===== config.mk =====
export PLATFORM = sky130hd
export DESIGN_NAME = lockout_penalty_timer_flat
export DESIGN_NICKNAME = d
export VERILOG_FILES = /design/src/rtl/lockout_penalty_timer_pkg.sv /design/src/rtl/lockout_penalty_timer_if.sv /design/src/rtl/lockout_penalty_timer_sec_prescaler.sv /design/src/rtl/lockout_penalty_timer.sv /design/src/flat_wrapper.sv
export SDC_FILE = /design/constraint.sdc
export NUM_CORES = 1
export LEC_CHECK = 0
export CORE_UTILIZATION = 56
export CTS_CLUSTER_SIZE = 12
export DETAILED_ROUTE_END_ITERATION = 8
export DONT_BUFFER_PORTS = 1
export PLACE_DENSITY = 0.71
export RECOVER_POWER = 50
export SYNTH_ARGS = -nofsm -noshare
export SYNTH_HDL_FRONTEND = slang
export SYNTH_SLANG_ARGS = --single-unit

===== constraint.sdc =====
create_clock -name clk -period 2.5 [get_ports clk]
set_clock_uncertainty 0.15 [all_clocks]
set_input_delay 0.75 -clock clk [delete_from_list [all_inputs] [get_ports clk]]
set_output_delay 0.75 -clock clk [all_outputs]
set_load 0.03 [all_outputs]

===== src/rtl/lockout_penalty_timer_pkg.sv =====
// Shared definitions for the lockout penalty timer slice.
//   state_t        : FSM state encoding (3-bit)
//   DEF_BASE_SEC   : default penalty seconds for error count 1
//   DEF_PERM_ERR   : default error count that forces a permanent lock
//   clamp_err()    : maps an error count of 0 to 1
package lockout_penalty_timer_pkg;

  typedef enum logic [2:0] {
    IDLE      = 3'd0,
    ARM       = 3'd1,
    COUNT     = 3'd2,
    RELEASE   = 3'd3,
    PERM_LOCK = 3'd4
  } state_t;

  localparam int unsigned DEF_BASE_SEC = 5;
  localparam int unsigned DEF_PERM_ERR = 7;

  // A lock request arriving with a zero count still earns the base penalty.
  function automatic logic [2:0] clamp_err(input logic [2:0] e);
    return (e == 3'd0) ? 3'd1 : e;
  endfunction

endpackage


===== src/rtl/lockout_penalty_timer_if.sv =====
// Handshake between the wrong-code error processor and the penalty timer.
//   gen_stop      : lock request from the error processor (async to clk)
//   error_counter : saturating 3-bit error count
//   rst_out       : release pulse back to the error processor
// master = error processor side, slave = penalty timer side.
interface lockout_penalty_timer_if;
  logic       gen_stop;
  logic [2:0] error_counter;
  logic       rst_out;

  modport master (output gen_stop, output error_counter, input  rst_out);
  modport slave  (input  gen_stop, input  error_counter, output rst_out);
endinterface


===== src/rtl/lockout_penalty_timer_sec_prescaler.sv =====
// 1 Hz tick generator shared by the door-lock timers.
//   clk     : system clock
//   gen_rst : asynchronous active-high reset
//   clr     : synchronous clear of the divider (wins over en)
//   en      : count enable
//   tick    : one-cycle pulse on the divider terminal count (CLK_HZ-1)
module sec_prescaler #(
  parameter int unsigned CLK_HZ = 50_000_000
) (
  input  logic clk,
  input  logic gen_rst,
  input  logic clr,
  input  logic en,
  output logic tick
);

  localparam int unsigned CW = (CLK_HZ > 1) ? $clog2(CLK_HZ) : 1;
  localparam logic [CW-1:0] TC = CW'(CLK_HZ - 1);

  logic [CW-1:0] cnt;

  always_ff @(posedge clk or posedge gen_rst) begin
    if (gen_rst) begin
      cnt <= '0;
    end else if (clr) begin
      cnt <= '0;
    end else if (en) begin
      if (cnt == TC) cnt <= '0;
      else           cnt <= cnt + CW'(1);
    end
  end

  assign tick = en && !clr && (cnt == TC);

endmodule


===== src/rtl/lockout_penalty_timer.sv =====
// Keypad lockout timer downstream of the wrong-code error processor.
// Penalty doubles per consecutive error; count PERM_ERR locks permanently.
//   clk           : system clock, rising edge
//   gen_rst       : asynchronous active-high reset
//   err_if        : gen_stop / error_counter in, rst_out (release pulse) out
//   admin_clear   : synchronous override back to IDLE from any state
//   keypad_lock   : keypad entry blocked
//   perm_lock     : permanent lock active
//   remaining_sec : seconds left in the current penalty, 0 outside COUNT
//   buzzer        : first second of COUNT, and throughout PERM_LOCK
// All outputs are registered from the next-state decode.
module lockout_penalty_timer
  import lockout_penalty_timer_pkg::*;
#(
  parameter int unsigned CLK_HZ   = 50_000_000,
  parameter int unsigned BASE_SEC = DEF_BASE_SEC,
  parameter int unsigned PERM_ERR = DEF_PERM_ERR,
  parameter int unsigned SEC_W    = 8
) (
  input  logic                 clk,
  input  logic                 gen_rst,
  lockout_penalty_timer_if.slave err_if,
  input  logic                 admin_clear,
  output logic                 keypad_lock,
  output logic                 perm_lock,
  output logic [SEC_W-1:0]     remaining_sec,
  output logic                 buzzer
);

  state_t state, next_state;

  logic             sync_ff1, stop_s;
  logic             tick;
  logic [2:0]       err_eff;
  logic [SEC_W-1:0] load_sec;
  logic [SEC_W-1:0] rem_n;
  logic             lock_n, perm_n, rst_n, buzz_n;

  // 2-FF synchroniser for the asynchronous lock request
  always_ff @(posedge clk or posedge gen_rst) begin
    if (gen_rst) begin
      sync_ff1 <= 1'b0;
      stop_s   <= 1'b0;
    end else begin
      sync_ff1 <= err_if.gen_stop;
      stop_s   <= sync_ff1;
    end
  end

  sec_prescaler #(.CLK_HZ(CLK_HZ)) u_prescaler (
    .clk     (clk),
    .gen_rst (gen_rst),
    .clr     ((state == ARM) || admin_clear),
    .en      (state == COUNT),
    .tick    (tick)
  );

  assign err_eff  = clamp_err(err_if.error_counter);
  assign load_sec = SEC_W'(BASE_SEC) << (err_eff - 3'd1);

  always_ff @(posedge clk or posedge gen_rst) begin
    if (gen_rst) state <= IDLE;
    else         state <= next_state;
  end

  always_comb begin
    next_state = state;
    rem_n      = remaining_sec;

    case (state)
      IDLE:      if (stop_s) next_state = ARM;
      ARM:       next_state = (32'(err_eff) >= PERM_ERR) ? PERM_LOCK : COUNT;
      COUNT:     if (remaining_sec == '0) next_state = RELEASE;
      RELEASE:   if (!stop_s) next_state = IDLE;
      PERM_LOCK: next_state = PERM_LOCK;
      default:   next_state = IDLE;
    endcase

    if (admin_clear) next_state = IDLE;

    if (admin_clear)                              rem_n = '0;
    else if (state == ARM && next_state == COUNT) rem_n = load_sec;
    else if (state == COUNT && tick)              rem_n = remaining_sec - SEC_W'(1);
    else if (next_state != COUNT)                 rem_n = '0;

    lock_n = (next_state != IDLE);
    perm_n = (next_state == PERM_LOCK);
    rst_n  = (next_state == RELEASE);
    // buzzer starts on ARM->COUNT and holds until the first seconds tick
    buzz_n = (next_state == PERM_LOCK) ||
             ((next_state == COUNT) && ((state == ARM) || (buzzer && !tick)));
  end

  always_ff @(posedge clk or posedge gen_rst) begin
    if (gen_rst) begin
      keypad_lock    <= 1'b0;
      perm_lock      <= 1'b0;
      err_if.rst_out <= 1'b0;
      remaining_sec  <= '0;
      buzzer         <= 1'b0;
    end else begin
      keypad_lock    <= lock_n;
      perm_lock      <= perm_n;
      err_if.rst_out <= rst_n;
      remaining_sec  <= rem_n;
      buzzer         <= buzz_n;
    end
  end

endmodule


===== src/flat_wrapper.sv =====
// flat-port wrapper written by rule: the top's interface ports become plain ports
module lockout_penalty_timer_flat import lockout_penalty_timer_pkg::*;
#(
  parameter int unsigned CLK_HZ   = 50_000_000,
  parameter int unsigned BASE_SEC = DEF_BASE_SEC,
  parameter int unsigned PERM_ERR = DEF_PERM_ERR,
  parameter int unsigned SEC_W    = 8
)
  (clk, gen_rst, admin_clear, keypad_lock, perm_lock, remaining_sec, buzzer, err_if_gen_stop, err_if_error_counter, err_if_rst_out);
  lockout_penalty_timer_if err_if_i ();
  input  logic clk;
  input  logic gen_rst;
  input  logic admin_clear;
  output logic keypad_lock;
  output logic perm_lock;
  output logic [SEC_W-1:0] remaining_sec;
  output logic buzzer;
  input wire logic [$bits(err_if_i.gen_stop)-1:0] err_if_gen_stop;
  input wire logic [$bits(err_if_i.error_counter)-1:0] err_if_error_counter;
  output wire logic [$bits(err_if_i.rst_out)-1:0] err_if_rst_out;
  assign err_if_i.gen_stop = err_if_gen_stop;
  assign err_if_i.error_counter = err_if_error_counter;
  assign err_if_rst_out = err_if_i.rst_out;
  lockout_penalty_timer #(.CLK_HZ(CLK_HZ), .BASE_SEC(BASE_SEC), .PERM_ERR(PERM_ERR), .SEC_W(SEC_W)) u_core (.clk(clk), .gen_rst(gen_rst), .err_if(err_if_i), .admin_clear(admin_clear), .keypad_lock(keypad_lock), .perm_lock(perm_lock), .remaining_sec(remaining_sec), .buzzer(buzzer));
endmodule

==> impl_metrics.ini <==
[synthesis]
synth-seq-cells = 43
synth_area_leader_cell = dfrtp_1
synthesis.area_sq_um = 2470
synth_top_cell_area_share_pct = 43.5
yosysSeqAreaShare_pct = 43.5
synth_nets = 284
synth_cell_type_count = 56
syn_area_per_cell_sq_um = 8.99
syn_inst = 275
synth-edff-count = 0
synthTopCellsByArea = dfrtp_1 (44%), nand2_1 (4.6%), a21oi_1 (4.0%)
async_flop_share_pct = 100
yosysWarnings = 0
ys.flop_type = dfrtp_1

[final_layout]
final_common_cell = dfrtp_1
final_cell_mix = dfrtp_1 (43), nand2_1 (30), a21oi_1 (20)
synthToLayoutAreaGrowth_pct = 6.12
instances_no_fill = 330
drive_gt1_share_pct = 11.8
nNetsFinal = 289
n_antenna_cell = 0
postLayoutCoreUtil_pct = 63.8

[cts]
worstSkewPairLatency_ns = 0.30
numCtsBuffers = 5
post-cts-setup-buffers = 0
cts_tree = built
clkSinkCount = 43
ctsResizeCount = 0
cts_buffer_depth = 2
clk_pin_slew_ns = 0.08
cts-hold-fix-buffers = 0
h-tree-depth = 2
clockRootBuffer = clkbuf_8

[die]
die_w_microns = 68.4
coreArea_sq_um = 4120
die_area_sq_um = 4680
fp.dieH_microns = 68.4
start_util_pct = 60.1
ios = 19
num_rows = 23

[sta]
whs_ns = 0.119
post-route-period-util_pct = 83.3
period_needed_ns = 2.08
drv_slew = 0
tns_ns = 0
hold_viol_final = 0
slew_headroom_pct = 48.0
max_freq_ghz = 0.480
tightest_slew_ns = 0.779
finalSetupViolations = 0
rsz0062_at_grt = no

[route]
wire_per_inst_microns = 15.7
drc = 0
finalWirelength_microns = 5190
drtPass1Iterations = 4
vias = 2051
drtAntennaViolNets = 0
first_iter_violations = 174
viasPerCell = 6.22

[critical_path]
critPathLaunchType = flop
arrival_ns = 2.12
max_stage_delay_ns = 0.40
critical_path_required_ns = 2.53
critPathKind = reg -> reg
crit_path_end_kind = flop
path_cells = ha_1 -> nand3_2 -> nor3_1 -> a21oi_2 -> buf_4 -> a21o_1 -> a21o_1
crit_fanout = 12
cp_common_cell = a21o_1
slowest_stage = dfrtp_1

[global_route]
overflow = 0
gr-usage-all-layers_pct = 25.3
grt_pass1_wl_microns = 8750
grt_max_degree = 33
grt_pass1_vias = 1811
antenna_found_initial = 0

[power_and_ir_drop]
p_leak_nw = 1.21
peakVddDrop_uv = 313
power_density_nw_per_um2 = 519

[job]
max-cap-violations = 0

[status]
status = complete, no violations

[placement]
placedCellCount = 323
routabilityCongestion = 0.873
port_buffers = 0
hpwl_microns = 3630

[worst_hold_path]
worstHoldPathType = in -> async
[state kept, by name (all words and copies together), names as in the netlist]
| signal | cells |
|---|---|
| u_core.buzzer | 1 |
| u_core.err_if.rst_out | 1 |
| u_core.keypad_lock | 1 |
| u_core.perm_lock | 1 |
| u_core.remaining_sec | 8 |
| u_core.state | 3 |
| u_core.stop_s | 1 |
| u_core.sync_ff1 | 1 |
| u_core.u_prescaler.cnt | 26 |
[final cells by class]
cell class / instances / area, sq um
clock inverters: 1 / 5.00
well taps: 50 / 62.6
flip-flops and latches: 43 / 1080
repair buffers: 10 / 72.6
fillers: 358 / 1490
inverters: 11 / 41.3
clock buffers: 6 / 82.6
multi-input cells: 209 / 1280
[critical path, delay by kind of cell, from the launching register on]
kind | cells | cell delay, ns
AO/OA/AOI/OAI | 3 | 0.50
adder cells (fa/ha/maj) | 1 | 0.23
buffers and inverters | 1 | 0.21
flip-flops | 1 | 0.40
AND/OR/NAND/NOR | 2 | 0.47
[synthesized netlist by cell type, types with 2 or more instances]
cell      instances
dfrtp_1          43
nand2_1          30
a21oi_1          20
nand3_1          17
nor2_1           15
a31oi_1          14
inv_1            11
buf_2             9
o21ai_0           9
nand2b_1          8
nor3_1            8
nand4_1           7
a211o_1           6
a21o_1            6
or3_1             6
and3_1            5
and2_1            4
o211ai_1          4
nor2b_1           3
o21ai_1           3
o22ai_1           3
a41oi_1           2
buf_6             2
ha_1              2
mux2i_1           2
nand3_2           2
nor4_1            2
o31ai_1           2
or2_2             2
or4_1             2
[cells by family (layout without fill, tap and decap cells)]
family          Yosys count  count (layout)  synth area share, %
fa+ha+maj                 2               2                 1.01
flops                    43              43                 43.5
xor+xnor                  2               2                0.709
mux                       2               2                0.810
buf+inv                  23              28                 4.55
compound gates           77              77                 20.1
simple gates            126             126                 29.3
[where the power goes]
| group | internal, mW | switching [mW] | leakage (nW) |
|---|---|---|---|
| combinational | 0.0589 | 0.102 | 0.567 |
| clock | 0.217 | 0.237 | 0.0470 |
| sequential | 0.710 | 0.0373 | 0.592 |
| total | 0.986 | 0.376 | 1.21 |
[layer usage]
layer	global-route usage, %	up-vias	part of all wire (%)
li1	-	1030	-
met1	38.2	985	53
met2	36.6	32	43
met3	5.17	4	3.2
met4	6.25	0	0.75
met5	0	-	0
[final timing paths]
| path | endpoint | slack (ns) | depth (start not counted) | start |
|---|---|---|---|---|
| worst max-delay path | u_core.u_prescaler.cnt[8] | 0.42 | 7 | u_core.u_prescaler.cnt[0] |
| worst min-delay path | u_core.state[0] | 0.12 | 1 | gen_rst |
| worst max register to register | u_core.u_prescaler.cnt[8] | 0.42 | 7 | u_core.u_prescaler.cnt[0] |
| worst min register to register | u_core.stop_s | 0.21 | 0 | u_core.sync_ff1 |
| max in group asynchronous | u_core.u_prescaler.cnt[13] | 1.03 | 2 | gen_rst |
| min in group clk | u_core.stop_s | 0.21 | 0 | u_core.sync_ff1 |
[per-stage QoR]
stage | cell area, sq um | setup WS, ns | power (mW)
after detailed placement | 2550 | 0.318 | 0.926
after CTS | 2640 | 0.417 | 1.37
final | 2620 | 0.417 | 1.36
after floorplan | 2470 | 0.487 | 0.882
after global routing | 2620 | 0.274 | 1.42
after global placement | 2550 | 0.330 | 0.924
Power figures use the tool's default switching activity.
